$ cat src/rtl/floo_tgen_pkg.sv
// Shared definitions for the AXI traffic generator.
// Holds the FSM state type, the data pattern function, the watchdog limit and
// default AXI channel structs sized for the generator's default parameters
// (48-bit address, 512-bit data, 4-bit ID, 1-bit user).
package floo_tgen_pkg;

  typedef enum logic [2:0] {
    StIdle, StWrAw, StWrW, StWrB, StRdAr, StRdR, StDone
  } tgen_state_e;

  localparam int unsigned TgenWatchdogMax = 1023;

  localparam logic [1:0] AxiBurstIncr = 2'b01;
  localparam logic [1:0] AxiRespOkay  = 2'b00;

  localparam int unsigned TgenAddrWidth = 48;
  localparam int unsigned TgenDataWidth = 512;
  localparam int unsigned TgenIdWidth   = 4;
  localparam int unsigned TgenUserWidth = 1;

  // One 32-bit lane of the pattern for transaction t, beat b.
  function automatic logic [31:0] tgen_pattern(logic [31:0] seed, logic [15:0] t,
                                               logic [7:0] b, logic [31:0] lane);
    return seed ^ {t, b, 8'hA5} ^ lane;
  endfunction

  typedef struct packed {
    logic [TgenIdWidth-1:0]   id;
    logic [TgenAddrWidth-1:0] addr;
    logic [7:0]               len;
    logic [2:0]               size;
    logic [1:0]               burst;
    logic                     lock;
    logic [3:0]               cache;
    logic [2:0]               prot;
    logic [3:0]               qos;
    logic [3:0]               region;
    logic [5:0]               atop;
    logic [TgenUserWidth-1:0] user;
  } tgen_aw_chan_t;

  typedef struct packed {
    logic [TgenIdWidth-1:0]   id;
    logic [TgenAddrWidth-1:0] addr;
    logic [7:0]               len;
    logic [2:0]               size;
    logic [1:0]               burst;
    logic                     lock;
    logic [3:0]               cache;
    logic [2:0]               prot;
    logic [3:0]               qos;
    logic [3:0]               region;
    logic [TgenUserWidth-1:0] user;
  } tgen_ar_chan_t;

  typedef struct packed {
    logic [TgenDataWidth-1:0]   data;
    logic [TgenDataWidth/8-1:0] strb;
    logic                       last;
    logic [TgenUserWidth-1:0]   user;
  } tgen_w_chan_t;

  typedef struct packed {
    logic [TgenIdWidth-1:0]   id;
    logic [1:0]               resp;
    logic [TgenUserWidth-1:0] user;
  } tgen_b_chan_t;

  typedef struct packed {
    logic [TgenIdWidth-1:0]   id;
    logic [TgenDataWidth-1:0] data;
    logic [1:0]               resp;
    logic                     last;
    logic [TgenUserWidth-1:0] user;
  } tgen_r_chan_t;

  typedef struct packed {
    tgen_aw_chan_t aw;
    logic          aw_valid;
    tgen_w_chan_t  w;
    logic          w_valid;
    logic          b_ready;
    tgen_ar_chan_t ar;
    logic          ar_valid;
    logic          r_ready;
  } tgen_axi_req_t;

  typedef struct packed {
    logic         aw_ready;
    logic         ar_ready;
    logic         w_ready;
    logic         b_valid;
    tgen_b_chan_t b;
    logic         r_valid;
    tgen_r_chan_t r;
  } tgen_axi_rsp_t;

endpackage

$ cat src/rtl/floo_tgen_pattern.sv
// Combinational DataWidth-wide pattern generator.
// Ports: txn (transaction index), beat (beat index), data (pattern word).
// Shared by the write data path and the read comparator.
module floo_tgen_pattern
  import floo_tgen_pkg::*;
#(
  parameter int unsigned DataWidth = 512,
  parameter logic [31:0] Seed      = 32'hC0FFEE
) (
  input  logic [15:0]          txn,
  input  logic [7:0]           beat,
  output logic [DataWidth-1:0] data
);

  for (genvar i = 0; i < DataWidth / 32; i++) begin : g_lane
    assign data[32*i +: 32] = tgen_pattern(Seed, txn, beat, 32'(i));
  end

endmodule

$ cat src/rtl/floo_axi_traffic_gen.sv
// AXI4 manager traffic generator: writes NumTxns INCR bursts of a deterministic
// pattern, reads them back and compares beat by beat.
// Ports: clk_i, rst_ni (sync, active-low), start_i, axi_req_o, axi_rsp_i,
//        busy_o, done_o (sticky), err_cnt_o (saturating), txn_cnt_o.
// Optional: define FLOO_TGEN_WATCHDOG_EN to abort to DONE after 1023 stalled
// cycles on the active channel.
module floo_axi_traffic_gen
  import floo_tgen_pkg::*;
#(
  parameter int unsigned          AddrWidth = 48,
  parameter int unsigned          DataWidth = 512,
  parameter int unsigned          IdWidth   = 4,
  parameter int unsigned          UserWidth = 1,
  parameter logic [AddrWidth-1:0] BaseAddr  = '0,
  parameter logic [AddrWidth-1:0] TxnStride = 'h1000,
  parameter int unsigned          NumTxns   = 8,
  parameter int unsigned          BurstLen  = 4,
  parameter logic [31:0]          Seed      = 32'hC0FFEE,
  parameter type                  axi_req_t = tgen_axi_req_t,
  parameter type                  axi_rsp_t = tgen_axi_rsp_t
) (
  input  logic        clk_i,
  input  logic        rst_ni,
  input  logic        start_i,
  output axi_req_t    axi_req_o,
  input  axi_rsp_t    axi_rsp_i,
  output logic        busy_o,
  output logic        done_o,
  output logic [15:0] err_cnt_o,
  output logic [16:0] txn_cnt_o
);

  localparam int unsigned    BurstBytes = BurstLen * DataWidth / 8;
  localparam logic [7:0]     LastBeat   = 8'(BurstLen - 1);
  localparam logic [15:0]    LastTxn    = 16'(NumTxns - 1);
  localparam logic [2:0]     AxSize     = 3'($clog2(DataWidth / 8));

  if (DataWidth < 32 || (DataWidth & (DataWidth - 1)) != 0) begin : g_bad_dw
    $error("DataWidth must be a power of two >= 32");
  end
  if (NumTxns < 1 || NumTxns > 65535 || BurstLen < 1 || BurstLen > 256) begin : g_bad_cnt
    $error("NumTxns or BurstLen out of range");
  end
  if (BurstBytes > 4096) begin : g_bad_burst
    $error("burst exceeds 4 KiB");
  end
  if (!((BaseAddr[11:0] == '0 && TxnStride[11:0] == '0) ||
        (4096 % BurstBytes == 0 && BaseAddr % BurstBytes == 0 &&
         TxnStride % BurstBytes == 0))) begin : g_bad_align
    $error("BaseAddr/TxnStride alignment lets a burst cross 4 KiB");
  end
  if ($bits(axi_req_o.aw.addr) != AddrWidth || $bits(axi_req_o.w.data) != DataWidth ||
      $bits(axi_req_o.aw.id) != IdWidth || $bits(axi_req_o.aw.user) != UserWidth ||
      $bits(axi_rsp_i.r.data) != DataWidth) begin : g_bad_types
    $error("axi_req_t/axi_rsp_t do not match the width parameters");
  end

  tgen_state_e          state_q, state_d;
  logic [15:0]          txn_q, txn_d;
  logic [7:0]           beat_q, beat_d;
  logic                 drain_q, drain_d;
  logic [15:0]          err_q, err_d;
  logic [16:0]          cnt_q, cnt_d;
  logic                 err_inc, burst_end, mismatch;
  logic [DataWidth-1:0] pat_data;
  logic [AddrWidth-1:0] txn_addr;

  assign txn_addr = BaseAddr + AddrWidth'(txn_q) * TxnStride;

  floo_tgen_pattern #(
    .DataWidth(DataWidth),
    .Seed     (Seed)
  ) u_pattern (
    .txn (txn_q),
    .beat(beat_q),
    .data(pat_data)
  );

`ifdef FLOO_TGEN_WATCHDOG_EN
  logic [9:0] wd_q, wd_d;
  logic       wd_hs, wd_busy;
`endif

  always_comb begin
    state_d   = state_q;
    txn_d     = txn_q;
    beat_d    = beat_q;
    drain_d   = drain_q;
    cnt_d     = cnt_q;
    err_inc   = 1'b0;
    burst_end = 1'b0;
    mismatch  = 1'b0;

    axi_req_o              = '0;
    axi_req_o.aw.addr      = txn_addr;
    axi_req_o.aw.len       = LastBeat;
    axi_req_o.aw.size      = AxSize;
    axi_req_o.aw.burst     = AxiBurstIncr;
    axi_req_o.ar.addr      = txn_addr;
    axi_req_o.ar.len       = LastBeat;
    axi_req_o.ar.size      = AxSize;
    axi_req_o.ar.burst     = AxiBurstIncr;
    axi_req_o.w.data       = pat_data;
    axi_req_o.w.strb       = '1;
    axi_req_o.w.last       = (beat_q == LastBeat);

    unique case (state_q)
      StIdle: if (start_i) state_d = StWrAw;
      StWrAw: begin
        axi_req_o.aw_valid = 1'b1;
        if (axi_rsp_i.aw_ready) state_d = StWrW;
      end
      StWrW: begin
        axi_req_o.w_valid = 1'b1;
        if (axi_rsp_i.w_ready) begin
          if (beat_q == LastBeat) begin
            beat_d  = '0;
            state_d = StWrB;
          end else begin
            beat_d = beat_q + 8'd1;
          end
        end
      end
      StWrB: begin
        axi_req_o.b_ready = 1'b1;
        if (axi_rsp_i.b_valid) begin
          err_inc = (axi_rsp_i.b.resp != AxiRespOkay);
          cnt_d   = cnt_q + 17'd1;
          if (txn_q == LastTxn) begin
            txn_d   = '0;
            state_d = StRdAr;
          end else begin
            txn_d   = txn_q + 16'd1;
            state_d = StWrAw;
          end
        end
      end
      StRdAr: begin
        axi_req_o.ar_valid = 1'b1;
        if (axi_rsp_i.ar_ready) state_d = StRdR;
      end
      StRdR: begin
        axi_req_o.r_ready = 1'b1;
        if (axi_rsp_i.r_valid) begin
          if (drain_q) begin
            // Overlong burst already charged one error; discard until last.
            burst_end = axi_rsp_i.r.last;
          end else begin
            mismatch = (axi_rsp_i.r.data != pat_data) ||
                       (axi_rsp_i.r.resp != AxiRespOkay) ||
                       (axi_rsp_i.r.last != (beat_q == LastBeat));
            err_inc  = mismatch;
            if (axi_rsp_i.r.last) begin
              burst_end = 1'b1;
            end else if (beat_q == LastBeat) begin
              drain_d = 1'b1;
            end else begin
              beat_d = beat_q + 8'd1;
            end
          end
        end
        if (burst_end) begin
          beat_d  = '0;
          drain_d = 1'b0;
          cnt_d   = cnt_q + 17'd1;
          if (txn_q == LastTxn) begin
            state_d = StDone;
          end else begin
            txn_d   = txn_q + 16'd1;
            state_d = StRdAr;
          end
        end
      end
      StDone: ;
      default: state_d = StIdle;
    endcase

`ifdef FLOO_TGEN_WATCHDOG_EN
    wd_hs   = (axi_req_o.aw_valid & axi_rsp_i.aw_ready) | (axi_req_o.w_valid & axi_rsp_i.w_ready) |
              (axi_rsp_i.b_valid & axi_req_o.b_ready) | (axi_req_o.ar_valid & axi_rsp_i.ar_ready) |
              (axi_rsp_i.r_valid & axi_req_o.r_ready);
    wd_busy = state_q inside {StWrAw, StWrW, StWrB, StRdAr, StRdR};
    wd_d    = '0;
    if (wd_busy && !wd_hs && state_d == state_q) begin
      // wd_q counts completed stall cycles; this is the 1023rd.
      if (wd_q == 10'(TgenWatchdogMax - 1)) begin
        state_d = StDone;
        err_inc = 1'b1;
      end else begin
        wd_d = wd_q + 10'd1;
      end
    end
`endif

    err_d = (err_inc && err_q != 16'hFFFF) ? err_q + 16'd1 : err_q;
  end

  always_ff @(posedge clk_i) begin
    if (!rst_ni) begin
      state_q <= StIdle;
      txn_q   <= '0;
      beat_q  <= '0;
      drain_q <= 1'b0;
      err_q   <= '0;
      cnt_q   <= '0;
    end else begin
      state_q <= state_d;
      txn_q   <= txn_d;
      beat_q  <= beat_d;
      drain_q <= drain_d;
      err_q   <= err_d;
      cnt_q   <= cnt_d;
    end
  end

`ifdef FLOO_TGEN_WATCHDOG_EN
  always_ff @(posedge clk_i) begin
    if (!rst_ni) wd_q <= '0;
    else         wd_q <= wd_d;
  end
`endif

  assign busy_o    = !(state_q inside {StIdle, StDone});
  assign done_o    = (state_q == StDone);
  assign err_cnt_o = err_q;
  assign txn_cnt_o = cnt_q;

  logic unused_rsp;
  assign unused_rsp = ^{axi_rsp_i.b.id, axi_rsp_i.b.user, axi_rsp_i.r.id, axi_rsp_i.r.user};

endmodule

$ cat config.mk
export PLATFORM = sky130hd
export DESIGN_NAME = floo_axi_traffic_gen
export DESIGN_NICKNAME = d
export VERILOG_FILES = /design/src/rtl/floo_tgen_pkg.sv /design/src/rtl/floo_tgen_pattern.sv /design/src/rtl/floo_axi_traffic_gen.sv
export SDC_FILE = /design/constraint.sdc
export NUM_CORES = 1
export LEC_CHECK = 0
export CAP_MARGIN = 20
export CELL_PAD_IN_SITES_DETAIL_PLACEMENT = 1
export CELL_PAD_IN_SITES_GLOBAL_PLACEMENT = 1
export CORE_AREA = 2 2 513 515
export CTS_CLUSTER_DIAMETER = 150
export DETAILED_ROUTE_END_ITERATION = 6
export DIE_AREA = 0 0 515 517
export PLACE_DENSITY = 0.4
export SLEW_MARGIN = 20
export SYNTH_ARGS = -nofsm -noshare
export SYNTH_HDL_FRONTEND = slang
export SYNTH_SLANG_ARGS = --single-unit
$ cat constraint.sdc
create_clock -name clk_i -period 3.6 [get_ports clk_i]
set_input_delay 0.36 -clock clk_i [delete_from_list [all_inputs] [get_ports clk_i]]
set_output_delay 0.36 -clock clk_i [all_outputs]
set_load 0.1 [all_outputs]
# == Word-level counts from Yosys, hierarchy flattened ==
# Index checks and enable logic that the tools add are counted.
# op_classes
n_addsub,4
n_eq_ne,23
muxes,44
bitwise_logic,16
n_reduce_logical,16
# op_table
cell,count
inequality test 512 bit,1
2-to-1 mux 16 bit,4
2-to-1 mux 8 bit,7
2-to-1 mux 17 bit,2
one-hot mux 17 bit (2 select lines),1
"adder 16 x 1 -> 16 bit, second input constant",2
one-hot mux 16 bit (2 select lines),1
2-to-1 mux 3 bit,8
one-hot mux 3 bit (7 select lines),1
"adder 17 x 1 -> 17 bit, second input constant",1
2-to-1 mux 1 bit,17
"equality test 16 x 3 -> 1 bit, second input constant",1
"inequality test 16 bit, second input constant",1
"inequality test 2 bit, second input constant",8
inverter 16 bit,1
one-hot mux 8 bit (2 select lines),1
"inequality test 3 bit, second input constant",4
inverter 2 bit,6
inverter 3 bit,4
nonzero test 2 bit,6
"equality test 3 bit, second input constant",3
"adder 8 x 1 -> 8 bit, second input constant",1
"equality test 8 x 2 -> 1 bit, second input constant",1
AND reduction 8 bit,1
15 further kinds,20
# word_totals
register_bits,61
inputBits,535
output_inout_bits,788
wordCells,109

# == Logic depth before layout (Yosys ltp) ==
# Gate-level depths: netlist of run 1.
# logic_depth
ltp_word,9
depth_mapped,14
ltp_nobuf,12

# == Hierarchy ==
# Synthesis of run 1 repeated with hierarchy kept, for this count alone.
# hier_totals
hier_cells,1802
area_unflattened_um2,14129.8
# modules_own_cells
module,instances,cells_each,area_per_inst_um2,seq_area_each_um2
floo_axi_traffic_gen,1,1288,10316.1,1221.2
floo_tgen_pattern,1,514,3813.7,0.0

# == Worst setup path after synthesis of run 1 ==
# Ideal clock, no wire load.
# synth_timing
path_type,register to register
start,register beat_q[4]
end,"register err_q[4], in the netlist err_cnt_o[4]"
setup_time_ns,0.126
arrival_ns,4.905
setup_slack_ns,-1.431
stages_incl_launch_ff,15
cell_sequence,dfxtp_1 buf_2 buf_2 or4b_2 nor4_2 ha_1 nor4b_1 nand2_1 nor3_1 nand4_1 nor4_1 and4_1 buf_6 nor4b_2 mux2i_1
# synth_rtl
element,line,rtl
"start, declared",floo_axi_traffic_gen.sv:60,"logic [7:0] beat_q, beat_d;"
"start signal, assigned",floo_axi_traffic_gen.sv:209,beat_q <= beat_d;
"end signal, assigned",floo_axi_traffic_gen.sv:211,err_q <= err_d;
"end, declared",floo_axi_traffic_gen.sv:62,"logic [15:0] err_q, err_d;"

# == Worst setup path after layout of run 1 ==
# layout_timing
start,input axi_rsp_i[9] in the netlist's numbering
end,"register err_q[12], in the netlist err_cnt_o[12]"
# layout_between
elab_chain_cells,7
# layout_rtl
element,line,rtl
"start, declared",floo_axi_traffic_gen.sv:26,"input axi_rsp_t axi_rsp_i,"
inequality test 512 bit,floo_axi_traffic_gen.sv:149,mismatch = (axi_rsp_i.r.data != pat_data) ||
logical OR 1 bit,floo_axi_traffic_gen.sv:149,
logical OR 1 bit,floo_axi_traffic_gen.sv:150,(axi_rsp_i.r.resp != AxiRespOkay) ||
2-to-1 mux 1 bit,floo_axi_traffic_gen.sv:145,if (drain_q) begin
2-to-1 mux 1 bit,floo_axi_traffic_gen.sv:144,if (axi_rsp_i.r_valid) begin
one-hot mux 1 bit (2 select lines),floo_axi_traffic_gen.sv:107,unique case (state_q)
logical AND 1 bit,floo_axi_traffic_gen.sv:195,err_d = (err_inc && err_q != 16'hFFFF) ? err_q + 16'd1 : err_q;
# No other way between the ends.
# A chain may end at the register's enable or synchronous reset.

==> results of run 1 <==
## power by group through the flow
| stage | clock network [mW] | registers (mW) | logic [mW] |
|---|---|---|---|
| finish | 1.06 | 0.679 | 2.71 |
| global route | 1.14 | 0.680 | 2.80 |
| CTS | 1.15 | 0.680 | 2.71 |
| detailed placement | 0 | 0.702 | 2.70 |
| global placement | 0 | 0.702 | 2.69 |
| floorplan | 0 | 0.701 | 2.10 |
## cell families after synthesis
family,count (synthesis),share of synthesized area
compound gates,167,0.0855
xor+xnor,148,0.102
fa+ha+maj,5,0.00493
buf+inv,814,0.458
flops,61,0.0963
mux,15,0.0118
other cells,2,0.000592
simple gates,530,0.241
## state kept, by name (all words and copies together), names as in the netlist
| register | cells |
|---|---|
| state_q | 3 |
| drain_q | 1 |
| txn_q | 16 |
| err_cnt_o | 16 |
| txn_cnt_o | 17 |
| beat_q | 8 |
## worst max-delay path by stage
stage	from	endpoint	slack, ns	depth (start not counted)
2_1_floorplan	beat_q[4]$_SDFFE_PN0P_	err_cnt_o[4]$_SDFFE_PN0P_	-0.35	14
6_report	axi_rsp_i[9]	err_cnt_o[12]$_SDFFE_PN0P_	0.09	13
3_5_place_dp	axi_rsp_i[101]	err_cnt_o[5]$_SDFFE_PN0P_	-0.76	12
3_3_place_gp	axi_rsp_i[101]	err_cnt_o[0]$_SDFFE_PN0P_	-0.84	12
4_1_cts	beat_q[1]$_SDFFE_PN0P_	err_cnt_o[3]$_SDFFE_PN0P_	-0.005	16
5_1_grt	beat_q[0]$_SDFFE_PN0P_	err_cnt_o[12]$_SDFFE_PN0P_	-0.007	15
## stage by stage
step | utilization | std cells | setup TNS (ns) | power, mW | hold slack [ns]
detailed placement | 0.0898 | 5835 | -11.81 | 3.40 | 0.496
finish | 0.0929 | 5902 | 0 | 4.45 | 0.507
floorplan | - | 2071 | -5.35 | 2.80 | 0.469
global placement | 0.0898 | 5835 | -12.91 | 3.40 | 0.486
CTS | 0.0920 | 5865 | -0.00915 | 4.54 | 0.510
global route | 0.0926 | 5879 | -0.00681 | 4.62 | 0.533
## worst max-delay path, stage by stage
cell and delay, ns:
clkdlybuf4s50_1 0.45, or4b_1 0.58, nor4_4 0.28, buf_4 0.16
nand4_1 0.07, or4_1 0.55, nor4_4 0.43, buf_6 0.23
nand4_4 0.17, buf_12 0.17, buf_16 0.13, a21oi_1 0.17
nor3_2 0.05
## cells in the mapped netlist, types with 25 or more instances
library cell	instances	share of area
a21oi_1	45	0.018
and3_1	35	0.017
buf_4	721	0.43
dfxtp_1	61	0.096
inv_1	29	0.0086
nand2_1	79	0.023
nand2b_1	28	0.014
nand3_1	55	0.022
nand4_1	48	0.024
nor2_1	87	0.026
nor3_1	39	0.015
nor4_1	38	0.019
o21ai_0	25	0.0099
o22ai_1	27	0.013
xnor2_1	70	0.048
xor2_1	78	0.054
## timing repair
action,CTS,global route
buffers inserted,13,8
pin swaps,9,5
hold buffers,0,0
gates cloned,1,0
gates resized for setup,25,20
setup endpoints to repair,16,16
## layout make-up
type	instances	area [um2]	share of cell area
repair buffers	1145	11100	0.456
clock inverters	6	68.8	0.00284
flip-flops and latches	61	1280	0.0526
multi-input cells	1196	7120	0.294
clock buffers	10	239	0.00986
well taps	3420	4280	0.176
inverters	35	134	0.00552
diodes	29	72.6	0.00299
## metal layers
| layer | part of all wire | vias to the layer above | wire (um) | track usage |
|---|---|---|---|---|
| met2 | 0.50 | 1117 | 72100 | 0.186 |
| met5 | 0.0030 | - | 434 | 0 |
| met1 | 0.37 | 6943 | 53300 | 0.112 |
| met3 | 0.11 | 203 | 15200 | 0.0412 |
| li1 | - | 6342 | - | - |
| met4 | 0.021 | 64 | 3040 | 0.0204 |
==> qor.yml, run 1 <==
synthesis:
  synth.distinct_cells: 71
  async_flop_share: 0
  ys.flop_type: "dfxtp_1"
  synth_edf_count: 0
  synth_cells: 1742
  synth_seq_cells: 61
  yosysSeqAreaShare: 0.0963
  ys_warn_count: 0
  syn-cell-area_um2: 12700
  syn_avg_cell_area_um2: 7.28
cells_and_area:
  nNetsFinal: 2988
  area_growth_pct: 91.2
  final_cell_mix: "554 x clkdlybuf4s50_1, 503 x buf_4, 331 x conb_1, 87 x nor2_1, 83 x buf_12"
  stdcell_area_um2: 24200
  layout_commonest_cell: "clkdlybuf4s50_1"
  post_route_cells_drive_above_1_share: 0.276
  fillers: 31300
sta:
  fin_ws_ns: 0.0866
  max-slew-margin-rel: 0.286
  max_freq_mhz: 285
  min_period_over_period: 0.976
  final_hold_viol_count: 0
  post-route-min-period_ns: 3.51
  setup_viol: 0
  worst_pin_slew_ns: 1.07
  report.final.slew_viol_count: 0
  fin_skew_ns: 0.0209
critical_path:
  crit_path_start_kind: "input pin"
  worstPathArrival_ns: 3.81
  crit_required_ns: 3.90
  r2r-start: "beat_q[0]$_SDFFE_PN0P_"
  path_class: "in2reg"
  r2r_slack_ns: 0.14
  rr_worst_depth: 13
  rr_endpoint: "err_cnt_o[12]$_SDFFE_PN0P_"
  cp_max_fo: 4
  critPathCaptureType: "flop"
die:
  num_io_pins: 1323
  row_count: 188
  dieArea_um2: 266000
  die_width_um: 515
  core-area_um2: 261000
  initial_core_util: 0.0486
  chipHeight_um: 517
flow_run:
  cap_violations: 0
pwr:
  p_seq_frac: 0.153
  swShare: 0.573
  p_leak_nw: 9.34
  pwr-share-clk: 0.238
  p_comb_frac: 0.610
  power.density_nw_per_um2: 183
  internal_power_mw: 1.90
  peakVddDrop_mv: 0.224
  power.switching_mw: 2.55
drt:
  wirelength_um: 144000
  drt_iter0_drc: 674
  drtAntennaViolNets: 0
  drc: 0
  viasPerCell: 2.49
  firstDrtPassIters: 5
  post_drt_wl_per_cell_um: 24.4
  via_count: 14700
placement:
  placed_cell_area_um2: 23500
  dpl.hpwl_um: 131000
  finalWeightedCongestion: 0.777
  io_buffers: 981
  dp_slack_ns: -0.762
min_path:
  min_path_cells: 2
  min-delay-start: "err_cnt_o[7]$_SDFFE_PN0P_"
  hold_class: "reg2reg"
  hold_end: "err_cnt_o[7]$_SDFFE_PN0P_"
grt:
  grt_pass1_vias: 14000
  grt_max_degree: 24
  grt_pass1_wl_um: 170000
  gr-usage-all-layers: 0.103
  gr-total-overflow: 0
  grt_antenna_before_repair: 136
clock_tree:
  cts_tree: "done"
  clock_latency_ns: 0.41
  cts_max_level: 3
  clockBufferDepth: 2
  cts.sinks: 61
  ctsRootBufferMaster: "clkbuf_16"
  clk_pin_slew_ns: 0.07
  numCtsBuffers: 9
status:
  outcome: "finished clean"
Power figures use the tool's default switching activity.
==> run 2: changes to the inputs <==
--- a/config.mk
+++ b/config.mk
@@ -5,13 +5,13 @@
 export SDC_FILE = /design/constraint.sdc
 export NUM_CORES = 1
 export LEC_CHECK = 0
-export CAP_MARGIN = 20
 export CELL_PAD_IN_SITES_DETAIL_PLACEMENT = 1
 export CELL_PAD_IN_SITES_GLOBAL_PLACEMENT = 1
 export CORE_AREA = 2 2 513 515
 export CTS_CLUSTER_DIAMETER = 150
 export DETAILED_ROUTE_END_ITERATION = 6
 export DIE_AREA = 0 0 515 517
+export MAX_ROUTING_LAYER = met4
 export PLACE_DENSITY = 0.4
 export SLEW_MARGIN = 20
 export SYNTH_ARGS = -nofsm -noshare
==> qor.yml, run 2 (synthesized netlist as in run 1, its figures left out) <==
status:
  outcome: "complete, but fails checks"  # was finished clean
  violations: "negative setup slack"
clock_tree:
  ctsRootBufferMaster: "clkbuf_16"  # unchanged
  cts_max_level: 3  # unchanged
  clockBufferDepth: 2  # unchanged
  numCtsBuffers: 9  # unchanged
  clock_latency_ns: 0.42  # was 0.41 ns
  cts_tree: "done"  # unchanged
  clk_pin_slew_ns: 0.08  # was 0.07 ns
  cts.sinks: 61  # unchanged
min_path:
  min-delay-start: "err_cnt_o[7]$_SDFFE_PN0P_"  # unchanged
  min_path_cells: 2  # unchanged
  hold_class: "reg2reg"  # unchanged
  hold_end: "err_cnt_o[7]$_SDFFE_PN0P_"  # unchanged
pwr:
  internal_power_mw: 1.89  # was 1.90 mW
  power.density_nw_per_um2: 183  # about the same
  p_comb_frac: 0.611  # was 0.610
  peakVddDrop_mv: 0.245  # was 0.224 mV
  p_leak_nw: 9.31  # was 9.34 nW
  power.switching_mw: 2.55  # about the same
  swShare: 0.575  # was 0.573
  p_seq_frac: 0.154  # was 0.153
  pwr-share-clk: 0.235  # was 0.238
grt:
  grt_pass1_wl_um: 170000  # about the same
  grt_max_degree: 33  # was 24
  gr-usage-all-layers: 0.107  # was 0.103
  grt_antenna_before_repair: 127  # was 136
  gr-total-overflow: 0  # unchanged
  grt_pass1_vias: 13800  # was 14000
cells_and_area:
  nNetsFinal: 2984  # was 2988
  area_growth_pct: 91.3  # was 91.2%
  largest_register_ffs: 17  # unchanged
  final_cell_mix: "555 x clkdlybuf4s50_1, 502 x buf_4, 331 x conb_1, 87 x nor2_1, 81 x buf_12"  # was 554 x clkdlybuf4s50_1, 503 x buf_4, 331 x conb_1, 87 x nor2_1, 83 x buf_12
  post_route_cells_drive_above_1_share: 0.272  # was 0.276
  fillers: 31300  # about the same
  stdcell_area_um2: 24300  # was 24200 um2
  layout_commonest_cell: "clkdlybuf4s50_1"  # unchanged
sta:
  final_hold_viol_count: 0  # unchanged
  post-route-min-period_ns: 3.62  # was 3.51 ns
  fin_skew_ns: 0.0200  # was 0.0209 ns
  setup_viol: 5  # was 0
  fin_ws_ns: -0.0210  # was 0.0866 ns
  report.final.slew_viol_count: 0  # unchanged
  holdWs_ns: 0.500  # was 0.507 ns
  finalSetupTns_ns: -0.0785  # was 0 ns
  worst_pin_slew_ns: 1.08  # was 1.07 ns
  min_period_over_period: 1.01  # was 0.976
  rsz0062_at_grt: "true"
  max_freq_mhz: 276  # was 285 MHz
  max-slew-margin-rel: 0.282  # was 0.286
critical_path:
  rr_worst_depth: 11  # was 13
  cp_common_cell: "buf_4"  # was nor4_4
  r2r_slack_ns: -0.02  # was 0.14 ns
  crit_required_ns: 3.89  # was 3.90 ns
  path_class: "reg2reg"  # was in2reg
  cp_max_fo: 25  # was 4
  slowest_stage: "nor4_1"  # was or4b_1
  crit_path_start_kind: "flop"  # was input pin
  critPathBufInv: 4  # was 5
  critPathCaptureType: "flop"  # unchanged
  slowest_delay_ns: 0.68  # was 0.58 ns
  critical_path.top_delay_family: "simple AND/OR/NAND/NOR gates"  # unchanged
  worstPathArrival_ns: 3.91  # was 3.81 ns
  rr_endpoint: "err_cnt_o[4]$_SDFFE_PN0P_"  # was err_cnt_o[12]$_SDFFE_PN0P_
  r2r-start: "txn_q[11]$_SDFFE_PN0P_"  # was beat_q[0]$_SDFFE_PN0P_
  crit_chain: "buf_4 > xor2_1 > nor4_1 > buf_4 > nand4_1 > buf_4 > nor4_4 > and4_4 > buf_12 > nor4b_2 > mux2i_1"  # was clkdlybuf4s50_1 > or4b_1 > nor4_4 > buf_4 > nand4_1 > or4_1 > nor4_4 > buf_6 > nand4_4 > buf_12 > buf_16 > a21oi_1 > nor3_2
drt:
  firstDrtPassIters: 5  # unchanged
  post_drt_wl_per_cell_um: 24.5  # was 24.4 um
  via_count: 14400  # was 14700
  drtAntennaViolNets: 0  # unchanged
  drc: 0  # unchanged
  wirelength_um: 145000  # was 144000 um
  drt_iter0_drc: 650  # was 674
  viasPerCell: 2.43  # was 2.49
placement:
  placed_cell_area_um2: 23500  # about the same
  io_buffers: 981  # unchanged
  dpl.hpwl_um: 132000  # was 131000 um
  finalWeightedCongestion: 0.795  # was 0.777
die:
  row_count: 188  # unchanged
  num_io_pins: 1323  # unchanged
  dieArea_um2: 266000  # unchanged
  initial_core_util: 0.0486  # unchanged
  chipHeight_um: 517  # unchanged
  core-area_um2: 261000  # unchanged
  die_width_um: 515  # unchanged
flow_run:
  cap_violations: 0  # unchanged
## run 2: cell types whose count changed in the layout (fill, tap and decap cells not counted), sizes merged
cell / delta
clkdlybuf4s50: +1
diode: +43
clkbuf: -1
dlymetal6s2s: -1
buf: -4
clkinv: +1
## run 2: how the worst max path moves through the flow
stage	start	to	slack (ns)	cells after the start
global placement	axi_rsp_i[434]	err_cnt_o[1]$_SDFFE_PN0P_	-1.20	12
global route	beat_q[0]$_SDFFE_PN0P_	err_cnt_o[4]$_SDFFE_PN0P_	-0.20	13
finish	txn_q[11]$_SDFFE_PN0P_	err_cnt_o[4]$_SDFFE_PN0P_	-0.02	11
detailed placement	axi_rsp_i[434]	err_cnt_o[8]$_SDFFE_PN0P_	-1.08	12
CTS	beat_q[4]$_SDFFE_PN0P_	err_cnt_o[4]$_SDFFE_PN0P_	-0.23	13
floorplan	beat_q[4]$_SDFFE_PN0P_	err_cnt_o[4]$_SDFFE_PN0P_	-0.35	14
## run 2: power groups by stage
stage	logic (mW)	registers (mW)	clock network [mW]
after floorplan	2.10	0.701	0
after detailed placement	2.71	0.701	0
after CTS	2.72	0.684	1.15
after global routing	2.80	0.683	1.13
after global placement	2.70	0.701	0
final	2.71	0.683	1.04
## run 2: timing repair
action	in CTS	in global routing
setup buffers	6	2
hold buffers	0	0
setup endpoints to repair	16	16
gates resized for setup	22	8
cloned	1	0
pin swaps	5	7
## run 2: tightest hold or removal path: cells and delay by family (launching register included)
family | cells | cell delay (ns)
AND/OR/NAND/NOR | 1 | 0.06
multiplexers | 1 | 0.06
flip-flops | 1 | 0.33
## run 2: metal layers
metal / vias to the layer above / GRT usage / part of all wire
met2: 1087 / 0.187 / 0.50
met1: 6826 / 0.112 / 0.38
met4: 0 / 0.0283 / 0.029
li1: 6392 / - / -
met3: 133 / 0.0412 / 0.098
met5: - / - / 0
## run 2: cell type report
| type | count | area (um2) | share of cell area |
|---|---|---|---|
| sequential | 61 | 1260 | 0.0519 |
| inverter | 35 | 134 | 0.00552 |
| antenna | 72 | 180 | 0.00743 |
| timing repair buffer | 1141 | 11000 | 0.453 |
| clock inverter | 7 | 81.3 | 0.00335 |
| clock buffer | 9 | 225 | 0.00928 |
| multi-input combinational | 1196 | 7100 | 0.293 |
| tap | 3420 | 4280 | 0.176 |
## run 2: stage by stage
| stage | utilization | power [mW] | cells | setup WS, ns |
|---|---|---|---|---|
| global route | 0.0928 | 4.62 | 5932 | -0.201 |
| detailed placement | 0.0901 | 3.41 | 5845 | -1.08 |
| floorplan | - | 2.80 | 2071 | -0.354 |
| global placement | 0.0901 | 3.41 | 5845 | -1.20 |
| finish | 0.0929 | 4.44 | 5941 | -0.0210 |
| CTS | 0.0920 | 4.55 | 5868 | -0.226 |
==> run 3: changes to the inputs <==
--- a/config.mk
+++ b/config.mk
@@ -7,13 +7,14 @@
 export LEC_CHECK = 0
 export CELL_PAD_IN_SITES_DETAIL_PLACEMENT = 1
 export CELL_PAD_IN_SITES_GLOBAL_PLACEMENT = 1
-export CORE_AREA = 2 2 513 515
+export CORE_AREA = 2 2 515 517
 export CTS_CLUSTER_DIAMETER = 150
 export DETAILED_ROUTE_END_ITERATION = 6
-export DIE_AREA = 0 0 515 517
+export DIE_AREA = 0 0 517 519
 export MAX_ROUTING_LAYER = met4
-export PLACE_DENSITY = 0.4
+export PLACE_DENSITY_LB_ADDON = 0.1
 export SLEW_MARGIN = 20
 export SYNTH_ARGS = -nofsm -noshare
 export SYNTH_HDL_FRONTEND = slang
 export SYNTH_SLANG_ARGS = --single-unit
+export TNS_END_PERCENT = 1
==> constraint.sdc (replaced) <==
create_clock -name clk_i -period 4.7 [get_ports clk_i]
set_input_delay 0.47 -clock clk_i [delete_from_list [all_inputs] [get_ports clk_i]]
set_output_delay 0.47 -clock clk_i [all_outputs]
set_load 0.1 [all_outputs]
==> qor.yml, run 3 (synthesized netlist as in run 1, its figures left out) <==
drt:
  drtAntennaViolNets: 0  # unchanged
  firstDrtPassIters: 5  # unchanged
  drt_iter0_drc: 510  # was 650
  wirelength_um: 138000  # was 145000 um
  viasPerCell: 2.31  # was 2.43
  drc: 0  # unchanged
  via_count: 13800  # was 14400
  post_drt_wl_per_cell_um: 23.1  # was 24.5 um
sta:
  fin_ws_ns: 0.393  # was -0.0210 ns
  rsz0062_at_grt: "false"  # was true
  worst_pin_slew_ns: 1.12  # was 1.08 ns
  post-route-min-period_ns: 4.31  # was 3.62 ns
  final_hold_viol_count: 0  # unchanged
  report.final.slew_viol_count: 0  # unchanged
  setup_viol: 0  # was 5
  finalSetupTns_ns: 0  # was -0.0785 ns
  min_period_over_period: 0.916  # was 1.01
  max_freq_mhz: 232  # was 276 MHz
  max-slew-margin-rel: 0.248  # was 0.282
  fin_skew_ns: 0.00822  # was 0.0200 ns
clock_tree:
  ctsRootBufferMaster: "clkbuf_16"  # unchanged
  clockBufferDepth: 2  # unchanged
  clock_latency_ns: 0.40  # was 0.42 ns
  numCtsBuffers: 9  # unchanged
  cts_max_level: 3  # unchanged
  cts_tree: "done"  # unchanged
  clk_pin_slew_ns: 0.07  # was 0.08 ns
  ctsHoldBuffers: 0  # unchanged
  cts.sinks: 61  # unchanged
die:
  row_count: 189  # was 188
  dieArea_um2: 268000  # was 266000 um2
  core-area_um2: 263000  # was 261000 um2
  num_io_pins: 1323  # unchanged
  die_width_um: 517  # was 515 um
  initial_core_util: 0.0481  # was 0.0486
  chipHeight_um: 519  # was 517 um
critical_path:
  crit_path_start_kind: "flop"  # unchanged
  cp_common_cell: "ha_1"  # was buf_4
  path_class: "reg2reg"  # unchanged
  r2r_slack_ns: 0.39  # was -0.02 ns
  worstPathArrival_ns: 4.63  # was 3.91 ns
  cp_max_fo: 9  # was 25
  crit_chain: "ha_1 > or4b_2 > nor4_4 > buf_4 > ha_1 > nor4b_1 > nand2_1 > nor3_4 > nand4_1 > nor4_1 > nand4_2 > and4_1 > nor3_2"  # was buf_4 > xor2_1 > nor4_1 > buf_4 > nand4_1 > buf_4 > nor4_4 > and4_4 > buf_12 > nor4b_2 > mux2i_1
  slowest_delay_ns: 0.64  # was 0.68 ns
  rr_worst_depth: 13  # was 11
  critPathCaptureType: "flop"  # unchanged
  crit_required_ns: 5.03  # was 3.89 ns
  slowest_stage: "or4b_2"  # was nor4_1
  r2r-start: "beat_q[0]$_SDFFE_PN0P_"  # was txn_q[11]$_SDFFE_PN0P_
  rr_endpoint: "err_cnt_o[12]$_SDFFE_PN0P_"  # was err_cnt_o[4]$_SDFFE_PN0P_
cells_and_area:
  fillers: 31500  # was 31300
  final_cell_mix: "947 x clkdlybuf4s50_1, 331 x conb_1, 110 x buf_4, 87 x nor2_1, 79 x nand2_1"  # was 555 x clkdlybuf4s50_1, 502 x buf_4, 331 x conb_1, 87 x nor2_1, 81 x buf_12
  largest_register_ffs: 17  # unchanged
  nNetsFinal: 2903  # was 2984
  post_route_cells_drive_above_1_share: 0.0773  # was 0.272
  layout_commonest_cell: "clkdlybuf4s50_1"  # unchanged
  area_growth_pct: 85.9  # was 91.3%
placement:
  dp_slack_ns: 0.00493  # was -1.08 ns
  finalWeightedCongestion: 0.746  # was 0.795
  dpl.hpwl_um: 123000  # was 132000 um
  io_buffers: 981  # unchanged
grt:
  grt_pass1_vias: 13700  # was 13800
  grt_pass1_wl_um: 165000  # was 170000 um
  gr-total-overflow: 0  # unchanged
  gr-usage-all-layers: 0.101  # was 0.107
  grt_max_degree: 31  # was 33
  grt_antenna_before_repair: 90  # was 127
min_path:
  hold_end: "err_cnt_o[7]$_SDFFE_PN0P_"  # unchanged
  min-delay-start: "err_cnt_o[7]$_SDFFE_PN0P_"  # unchanged
  hold_class: "reg2reg"  # unchanged
  min_path_cells: 2  # unchanged
flow_run:
  cap_violations: 0  # unchanged
pwr:
  p_leak_nw: 7.87  # was 9.31 nW
  power.density_nw_per_um2: 142  # was 183 nW/um2
  peakVddDrop_mv: 0.195  # was 0.245 mV
  power_mw: 3.35  # was 4.44 mW
status:
  outcome: "finished clean"  # was complete, but fails checks
[run 3: cell count changes in the layout (fill, tap and decap cells not counted), moves of 5 or more]
cell / change
diode_2: -19
buf_12: -78
clkdlybuf4s50_1: +392
nand3_2: -6
dfxtp_2: +5
nand3_1: +6
buf_4: -392
[run 3: how the worst max path moves through the flow]
stage / cells after the start / from / endpoint / slack (ns)
floorplan: 14 / beat_q[4]$_SDFFE_PN0P_ / err_cnt_o[4]$_SDFFE_PN0P_ / 0.43
global placement: 13 / beat_q[0]$_SDFFE_PN0P_ / err_cnt_o[12]$_SDFFE_PN0P_ / 0.23
detailed placement: 13 / beat_q[0]$_SDFFE_PN0P_ / err_cnt_o[12]$_SDFFE_PN0P_ / 0.005
CTS: 13 / beat_q[0]$_SDFFE_PN0P_ / err_cnt_o[12]$_SDFFE_PN0P_ / 0.17
global route: 13 / beat_q[1]$_SDFFE_PN0P_ / err_cnt_o[12]$_SDFFE_PN0P_ / 0.04
finish: 13 / beat_q[0]$_SDFFE_PN0P_ / err_cnt_o[12]$_SDFFE_PN0P_ / 0.39
[run 3: what timing repair did]
| item | in CTS | in global routing |
|---|---|---|
| setup buffers | 0 | 0 |
| gates resized for setup | 1 | 0 |
| endpoints found under the setup margin | 1 | 0 |
[run 3: metal layers]
layer,vias up,share of wire,global-route usage
met5,-,0,-
met4,0,0.014,0.0258
met3,100,0.058,0.0237
met2,933,0.55,0.189
met1,6528,0.38,0.104
li1,6194,-,-
[run 3: worst max-delay path, delay by kind of cell, from the launching register on]
kind,cells,cell delay (ns)
AND/OR/NAND/NOR,10,3.31
flip-flops,1,0.33
adder cells (fa/ha/maj),2,0.36
buffers and inverters,1,0.22
[run 3: through the flow]
stage                 util  hold slack (ns)  instances  area, um2
floorplan                -            0.469       2071      13900
global placement    0.0878            0.495       5885      23100
detailed placement  0.0878            0.481       5885      23100
CTS                 0.0890            0.497       5901      23400
global route        0.0893            0.540       5938      23500
finish              0.0895            0.496       5954      23600
[run 3: where the power goes]
part           switching, mW  internal [mW]
combinational           1.54          0.497
clock                  0.350          0.440
sequential           0.00831          0.517
total                   1.90           1.45
[run 3: layout make-up]
cell class	count	area (um2)	share of cell area
clock buffer	11	253	0.0107
timing repair buffer	1060	10400	0.440
clock inverter	5	57.6	0.00244
multi-input combinational	1196	6950	0.295
sequential	61	1260	0.0534
tap	3533	4420	0.188
inverter	35	134	0.00568
antenna	53	133	0.00563
